--- src/rtl/hdmi_pkg.sv ---
// hdmi_pkg: shared definitions for the HDMI source scheduler.
//   BPC_DEFAULT / PIX_W  default colour depth and resulting pixel width
//   BLANK_DEFAULT        default colour driven when no source owns the display
//   state_t              scheduler states
//   pix_lo()             low bit of slice k in a packed bus of w-bit pixels
package hdmi_pkg;

  localparam int BPC_DEFAULT = 8;
  localparam int PIX_W = 3 * BPC_DEFAULT;
  localparam logic [PIX_W-1:0] BLANK_DEFAULT = 24'h000000;

  typedef enum logic {
    IDLE  = 1'b0,
    OWNED = 1'b1
  } state_t;

  function automatic int pix_lo(input int k, input int w);
    return k * w;
  endfunction

endpackage

--- src/rtl/hdmi_src_sched_rr_arbiter.sv ---
// rr_arbiter: combinational round-robin arbiter.
//   req  in   N   request vector
//   ptr  in   IW  index searched first; search wraps upward from here
//   gnt  out  N   one-hot winner, zero when nothing is requesting
//   idx  out  IW  index of the winner (0 when gnt is zero)
module rr_arbiter #(
  parameter int N  = 4,
  parameter int IW = (N > 1) ? $clog2(N) : 1
) (
  input  logic [N-1:0]  req,
  input  logic [IW-1:0] ptr,
  output logic [N-1:0]  gnt,
  output logic [IW-1:0] idx
);

  always_comb begin
    logic        found;
    logic [IW:0] cand;
    gnt   = '0;
    idx   = '0;
    found = 1'b0;
    cand  = '0;
    for (int i = 0; i < N; i++) begin
      // ptr + i modulo N, kept one bit wider so the wrap compare is exact
      cand = {1'b0, ptr} + (IW+1)'(i);
      if (cand >= (IW+1)'(N)) cand = cand - (IW+1)'(N);
      if (!found && req[cand[IW-1:0]]) begin
        found              = 1'b1;
        gnt[cand[IW-1:0]]  = 1'b1;
        idx                = cand[IW-1:0];
      end
    end
  end

endmodule

--- src/rtl/hdmi_src_sched.sv ---
// hdmi_src_sched: routes the encoder's pixel-request strobes and the returned
// pixel to one of NSRC sources. Ownership changes only on a frame-start strobe,
// by round-robin with a minimum hold of HOLD_FRAMES frames.
//   i_pixclk, i_reset_n            clock, synchronous active-low reset
//   i_rd, i_newline, i_newframe    encoder strobes
//   o_pixel                        pixel back to the encoder
//   i_req, i_pixel                 per-source ownership requests and pixels
//   o_rd, o_newline, o_newframe    per-source strobes
//   o_grant, o_active              registered owner (one-hot) / owner present
//   o_frame_cnt                    frame-start count since reset, wraps
//
// state | meaning
// IDLE  | no owner, blank colour driven
// OWNED | grant_q holds the one-hot owner
module hdmi_src_sched
  import hdmi_pkg::*;
#(
  parameter int NSRC = 4,
  parameter int BPC = 8,
  parameter int HOLD_FRAMES = 1,
  parameter logic [3*BPC-1:0] BLANK_COLOR = (3*BPC)'(BLANK_DEFAULT)
) (
  input  logic                   i_pixclk,
  input  logic                   i_reset_n,
  input  logic                   i_rd,
  input  logic                   i_newline,
  input  logic                   i_newframe,
  output logic [3*BPC-1:0]       o_pixel,
  input  logic [NSRC-1:0]        i_req,
  input  logic [NSRC*3*BPC-1:0]  i_pixel,
  output logic [NSRC-1:0]        o_rd,
  output logic [NSRC-1:0]        o_newline,
  output logic [NSRC-1:0]        o_newframe,
  output logic [NSRC-1:0]        o_grant,
  output logic                   o_active,
  output logic [15:0]            o_frame_cnt
);

  localparam int PW = 3 * BPC;
  localparam int IW = (NSRC > 1) ? $clog2(NSRC) : 1;
  localparam logic [7:0] HOLD_LAST = 8'(HOLD_FRAMES - 1);

  state_t          state_q, state_d;
  logic [NSRC-1:0] grant_q, grant_d, sel, arb_gnt;
  logic [7:0]      hold_cnt, hold_d;
  logic [IW-1:0]   rr_ptr, ptr_d, arb_idx, idx_inc;
  logic [15:0]     frame_cnt;

  rr_arbiter #(.N(NSRC), .IW(IW)) u_arb (
    .req (i_req),
    .ptr (rr_ptr),
    .gnt (arb_gnt),
    .idx (arb_idx)
  );

  // Next search starts one above the new owner, so the owner is searched last.
  assign idx_inc = (arb_idx == IW'(NSRC - 1)) ? '0 : arb_idx + 1'b1;

  always_ff @(posedge i_pixclk) begin
    if (!i_reset_n) begin
      state_q   <= IDLE;
      grant_q   <= '0;
      hold_cnt  <= '0;
      rr_ptr    <= '0;
      frame_cnt <= '0;
    end else begin
      state_q  <= state_d;
      grant_q  <= grant_d;
      hold_cnt <= hold_d;
      rr_ptr   <= ptr_d;
      if (i_newframe) frame_cnt <= frame_cnt + 16'd1;
    end
  end

  always_comb begin
    state_d = state_q;
    grant_d = grant_q;
    hold_d  = hold_cnt;
    ptr_d   = rr_ptr;
    if (i_newframe) begin
      case (state_q)
        IDLE: begin
          if (|i_req) begin
            state_d = OWNED;
            grant_d = arb_gnt;
            hold_d  = '0;
            ptr_d   = idx_inc;
          end
        end
        OWNED: begin
          if ((|(i_req & grant_q)) && (hold_cnt < HOLD_LAST)) begin
            hold_d = hold_cnt + 8'd1;
          end else if (|arb_gnt) begin
            grant_d = arb_gnt;
            hold_d  = '0;
            ptr_d   = idx_inc;
          end else begin
            state_d = IDLE;
            grant_d = '0;
            hold_d  = '0;
          end
        end
        default: begin
          state_d = IDLE;
          grant_d = '0;
        end
      endcase
    end
  end

  // In a frame-start cycle the incoming owner is selected so it sees that strobe.
  always_comb begin
    sel = i_newframe ? grant_d : grant_q;
    o_rd       = {NSRC{i_rd}} & sel;
    o_newline  = {NSRC{i_newline}} & sel;
    o_newframe = {NSRC{i_newframe}} & sel;
    o_pixel    = BLANK_COLOR;
    for (int k = 0; k < NSRC; k++) begin
      if (sel[k]) o_pixel = i_pixel[pix_lo(k, PW) +: PW];
    end
  end

  assign o_grant     = grant_q;
  assign o_active    = (state_q == OWNED);
  assign o_frame_cnt = frame_cnt;

endmodule

--- config.mk ---
export PLATFORM = sky130hd
export DESIGN_NAME = hdmi_src_sched
export DESIGN_NICKNAME = d
export VERILOG_FILES = /design/src/rtl/hdmi_pkg.sv /design/src/rtl/hdmi_src_sched_rr_arbiter.sv /design/src/rtl/hdmi_src_sched.sv
export SDC_FILE = /design/constraint.sdc
export NUM_CORES = 1
export LEC_CHECK = 0
export ABC_CLOCK_PERIOD_IN_PS = 3230
export BUFFER_PORTS_ARGS = -buffer_cell sky130_fd_sc_hd__clkbuf_2
export CAP_MARGIN = 30
export CORE_UTILIZATION = 39
export CTS_BUF_LIST = sky130_fd_sc_hd__clkbuf_8
export CTS_CLUSTER_DIAMETER = 50
export DETAILED_ROUTE_END_ITERATION = 10
export GPL_TIMING_DRIVEN = 1
export PLACE_DENSITY = 0.79
export RECOVER_POWER = 25
export SLEW_MARGIN = 25
export SYNTH_ARGS = -nofsm -noshare
export SYNTH_HDL_FRONTEND = slang
export SYNTH_HIERARCHICAL = 1
export SYNTH_SLANG_ARGS = --single-unit
export TNS_END_PERCENT = 50
--- constraint.sdc ---
create_clock -name i_pixclk -period 3.23 [get_ports i_pixclk]
set_input_delay 0.1615 -clock i_pixclk [delete_from_list [all_inputs] [get_ports i_pixclk]]
set_output_delay 0.1615 -clock i_pixclk [all_outputs]
set_load 0.02 [all_outputs]
==> results.py <==
metrics = {
    "floorplan": {
        "placementRows": 28,
        "die_h_microns": 80.40,
        "die_w_microns": 80.40,
        "start_util_pct": 40.49,
        "pin_count": 162,
        "core_area_sq_um": 5921,
        "die_area_sq_um": 6464,
    },
    "timing": {
        "slew_viol_final": 0,
        "finClkSkew_ns": 0.002378,
        "rsz0062_at_grt": "true",
        "fmax_ghz": 0.3014,
        "final.period_utilization_pct": 102.7,
        "slew_headroom_pct": 56.48,
        "tightest_slew_ns": 0.6473,
        "fin_crit_ns": 3.318,
        "finalHoldViolCount": 0,
        "setup_viol": 18,
        "holdWs_ns": 0.3692,
        "final.setup.worst_slack_ns": -0.08786,
    },
    "worst_setup_path": {
        "r2r_cells": 11,
        "timing.setup.critical_path_class": "reg2out",
        "r2r-start": "rr_ptr[0]$_SDFFE_PN0P_",
        "endpoint_kind": "output pin",
        "critPathLaunchType": "flip-flop",
        "crit_fanout": 6,
        "r2r-end": "rr_ptr[0]$_SDFFE_PN0P_",
        "arrival_ns": 3.16,
        "r2r_slack_ns": 0.60,
        "worstPathRequired_ns": 3.07,
    },
    "clock_network": {
        "clk-insertion-delay-late_ns": 0.26,
        "cts_root_buf": "clkbuf_8",
        "clockBufferDepth": 2,
        "cts_tree": "built",
        "cts_sinks": 23,
        "htree_levels": 1,
        "clk_pin_slew_worst_paths_ns": 0.08,
        "cts_buffers": 3,
    },
    "placed_design": {
        "placed_cells": 537,
        "io_buffers": 161,
        "place_congestion": 0.8656,
        "hpwl_microns": 6269,
    },
    "drt": {
        "drt_iter0_markers": 103,
        "vias": 3166,
        "drc": 0,
        "drtAntennaViolNets": 0,
        "routed_via_density": 5.725,
        "drt-total-wl_microns": 9092,
        "dr.pass1.iters": 4,
        "wl_per_cell_microns": 16.44,
    },
    "yosys": {
        "synth_nets": 429,
        "ys_seq_area_share_pct": 19.21,
        "synthesis.instances": 317,
        "synth_area_sq_um": 2397,
        "yosys-top-cells-area": "dfxtp_1 (19%), a221oi_1 (8.4%), o21ai_0 (8.4%), nand2_1 (7.7%), and2_1 (5.7%)",
        "synth-compound-area-share_pct": 30.01,
        "synth_async_sr_flop_share_pct": 0,
        "synth.distinct_cells": 53,
        "ys.flop_type": "dfxtp_1",
        "synth_xor_area_share_pct": 5.115,
        "ys_top_cells_by_count": "nand2_1 (49), o21ai_0 (40), a221oi_1 (23), dfxtp_1 (23), and2_1 (22)",
        "synthAdderAreaFrac_pct": 3.653,
        "yosysTopAreaCell": "dfxtp_1",
        "synth_top_family_by_area": "compound AO/OA/AOI/OAI gates",
        "synth-edff-count": 0,
        "synthMuxAreaShare_pct": 7.620,
        "synthSimpleGateAreaFrac_pct": 27.30,
        "synth_top_area_share_pct": 19.21,
        "yosys_warnings": 6,
        "avgSynthCellArea_sq_um": 7.562,
        "yosys_register_bits": 23,
        "yosysMostFrequentCell": "nand2_1",
    },
    "worst_hold_path": {
        "min_path_cells": 2,
        "hold_class": "in2reg",
        "hp-start": "i_reset_n",
        "min_to": "rr_ptr[0]$_SDFFE_PN0P_",
    },
    "finish": {
        "area_growth_pct": 61.48,
        "fill_cells": 490,
        "ff_latch_area_sq_um": 465.4,
        "drive_gt1_share_pct": 50.42,
        "fin_nets": 591,
        "layout.cells.non_filler": 553,
        "multiInputGateArea_sq_um": 2208,
        "num_antenna_cells": 0,
    },
    "grt": {
        "gr-total-overflow": 0,
        "track_usage_pct": 25.39,
        "grt_pass1_vias": 2865,
        "antenna_found_initial": 0,
        "grt_start_max_net_pins": 28,
        "grt_pass1_wl_microns": 13080,
    },
    "outcome": {
        "status": "finished with violations",
        "violations": "negative setup slack",
    },
    "power_and_ir_drop": {
        "irDropWorstVdd_uv": 645.3,
        "p_leak_nw": 1.703,
        "cellPowerDensity_nw_per_um2": 855.0,
    },
    "flow_run": {
        "cap_violations": 0,
    },
}
[layout make-up]
cell class | count | area share [%]
Multi-Input combinational cell | 267 | 57.05
Inverter | 4 | 0.4525
Tap cell | 75 | 2.424
Clock inverter | 1 | 0.1293
Sequential cell | 23 | 12.02
Timing Repair Buffer | 180 | 26.86
Clock buffer | 3 | 1.067
[repair_timing]
action                                 in CTS  in global routing
setup endpoints to repair                  23                 24
pin swaps                                   7                  6
cloned                                      3                  2
endpoints found under the hold margin       0                  0
resized for setup                          43                 37
hold buffers                                0                  0
setup buffers                               7                  1
[flip-flops by register name (all words and copies together), names as in the netlist]
register	cells
o_active	1
o_grant	4
rr_ptr	2
o_frame_cnt	16
[per-layer routing]
layer  routed length (microns)  vias to the layer above  global-route usage, %
met2                      4844                      146                  46.95
met4                       144                        0                  7.143
met1                      3533                     1508                  29.73
li1                          -                     1498                      -
met5                         0                        -                      0
met3                       570                       14                  4.091
[how the worst max path moves through the flow]
stage                        endpoint                   start  slack, ns  cells after the start
after floorplan           o_pixel[16]  rr_ptr[0]$_SDFFE_PN0P_      -0.02                     14
after global placement     o_pixel[1]  rr_ptr[0]$_SDFFE_PN0P_       0.07                     12
after detailed placement   o_pixel[1]  rr_ptr[0]$_SDFFE_PN0P_       0.04                     12
after CTS                  o_pixel[1]  rr_ptr[0]$_SDFFE_PN0P_      -0.06                     13
after global routing      o_pixel[14]  rr_ptr[0]$_SDFFE_PN0P_      -0.22                     14
final                     o_pixel[14]  rr_ptr[0]$_SDFFE_PN0P_      -0.09                     14
[stage by stage]
stage	setup TNS (ns)	utilization, %	cell area [sq um]	setup slack [ns]	total power, mW
final	-1.070	65.38	3871	-0.08786	3.310
after CTS	-0.6501	62.28	3687	-0.06007	3.030
after global placement	0	55.68	3297	0.06572	2.353
after global routing	-3.927	65.38	3871	-0.2186	3.490
after detailed placement	0	55.68	3297	0.03774	2.396
after floorplan	-0.4855	-	2485	-0.02428	1.837
[where the power goes]
group          switching [mW]  internal (mW)
clock                  0.0902         0.0861
sequential             0.0364          0.311
combinational            1.54           1.25
[kinds of logic after synthesis]
group | count (synthesis)
compound gates | 111
xor+xnor | 14
fa+ha+maj | 7
buf+inv | 28
flops | 23
mux | 13
simple gates | 121
[cell usage in the layout, fill, tap and decap left out, types with 2 or more instances in the layout]
| master | instances |
|---|---|
| a21boi_0 | 4 |
| a21oi_1 | 6 |
| a221o_2 | 4 |
| a221oi_2 | 7 |
| a221oi_4 | 15 |
| a31oi_1 | 2 |
| and2_1 | 21 |
| and3_1 | 3 |
| and3b_1 | 2 |
| buf_2 | 11 |
| buf_4 | 12 |
| buf_6 | 6 |
| clkbuf_1 | 13 |
| clkbuf_2 | 133 |
| clkbuf_8 | 5 |
| dfxtp_1 | 21 |
| ha_1 | 6 |
| inv_1 | 2 |
| mux2_4 | 3 |
| mux2i_1 | 5 |
| mux2i_2 | 2 |
| mux4_2 | 3 |
| nand2_1 | 49 |
| nand2b_1 | 2 |
| nand3_1 | 2 |
| nand3b_1 | 2 |
| nand4_1 | 7 |
| nor2_1 | 6 |
| nor2b_1 | 7 |
| nor3_1 | 2 |
| nor3b_1 | 2 |
| o21ai_0 | 38 |
| o21ai_1 | 2 |
| o21ai_2 | 21 |
| or2_2 | 2 |
| or3_1 | 3 |
| xnor2_1 | 11 |
| xor2_1 | 3 |
[critical path, cell delays in order, from the launching register on]
cell and delay (ns):
dfxtp_4 0.37, inv_4 0.05, ha_4 0.28, mux4_2 0.36, or2_4 0.29, nor2b_4 0.14
a221o_2 0.18, and4b_1 0.20, a21oi_2 0.11, nand3_2 0.12, buf_6 0.16, buf_16 0.14
a221oi_2 0.24, o21ai_2 0.09, clkbuf_8 0.16
Power figures use the tool's default switching activity.
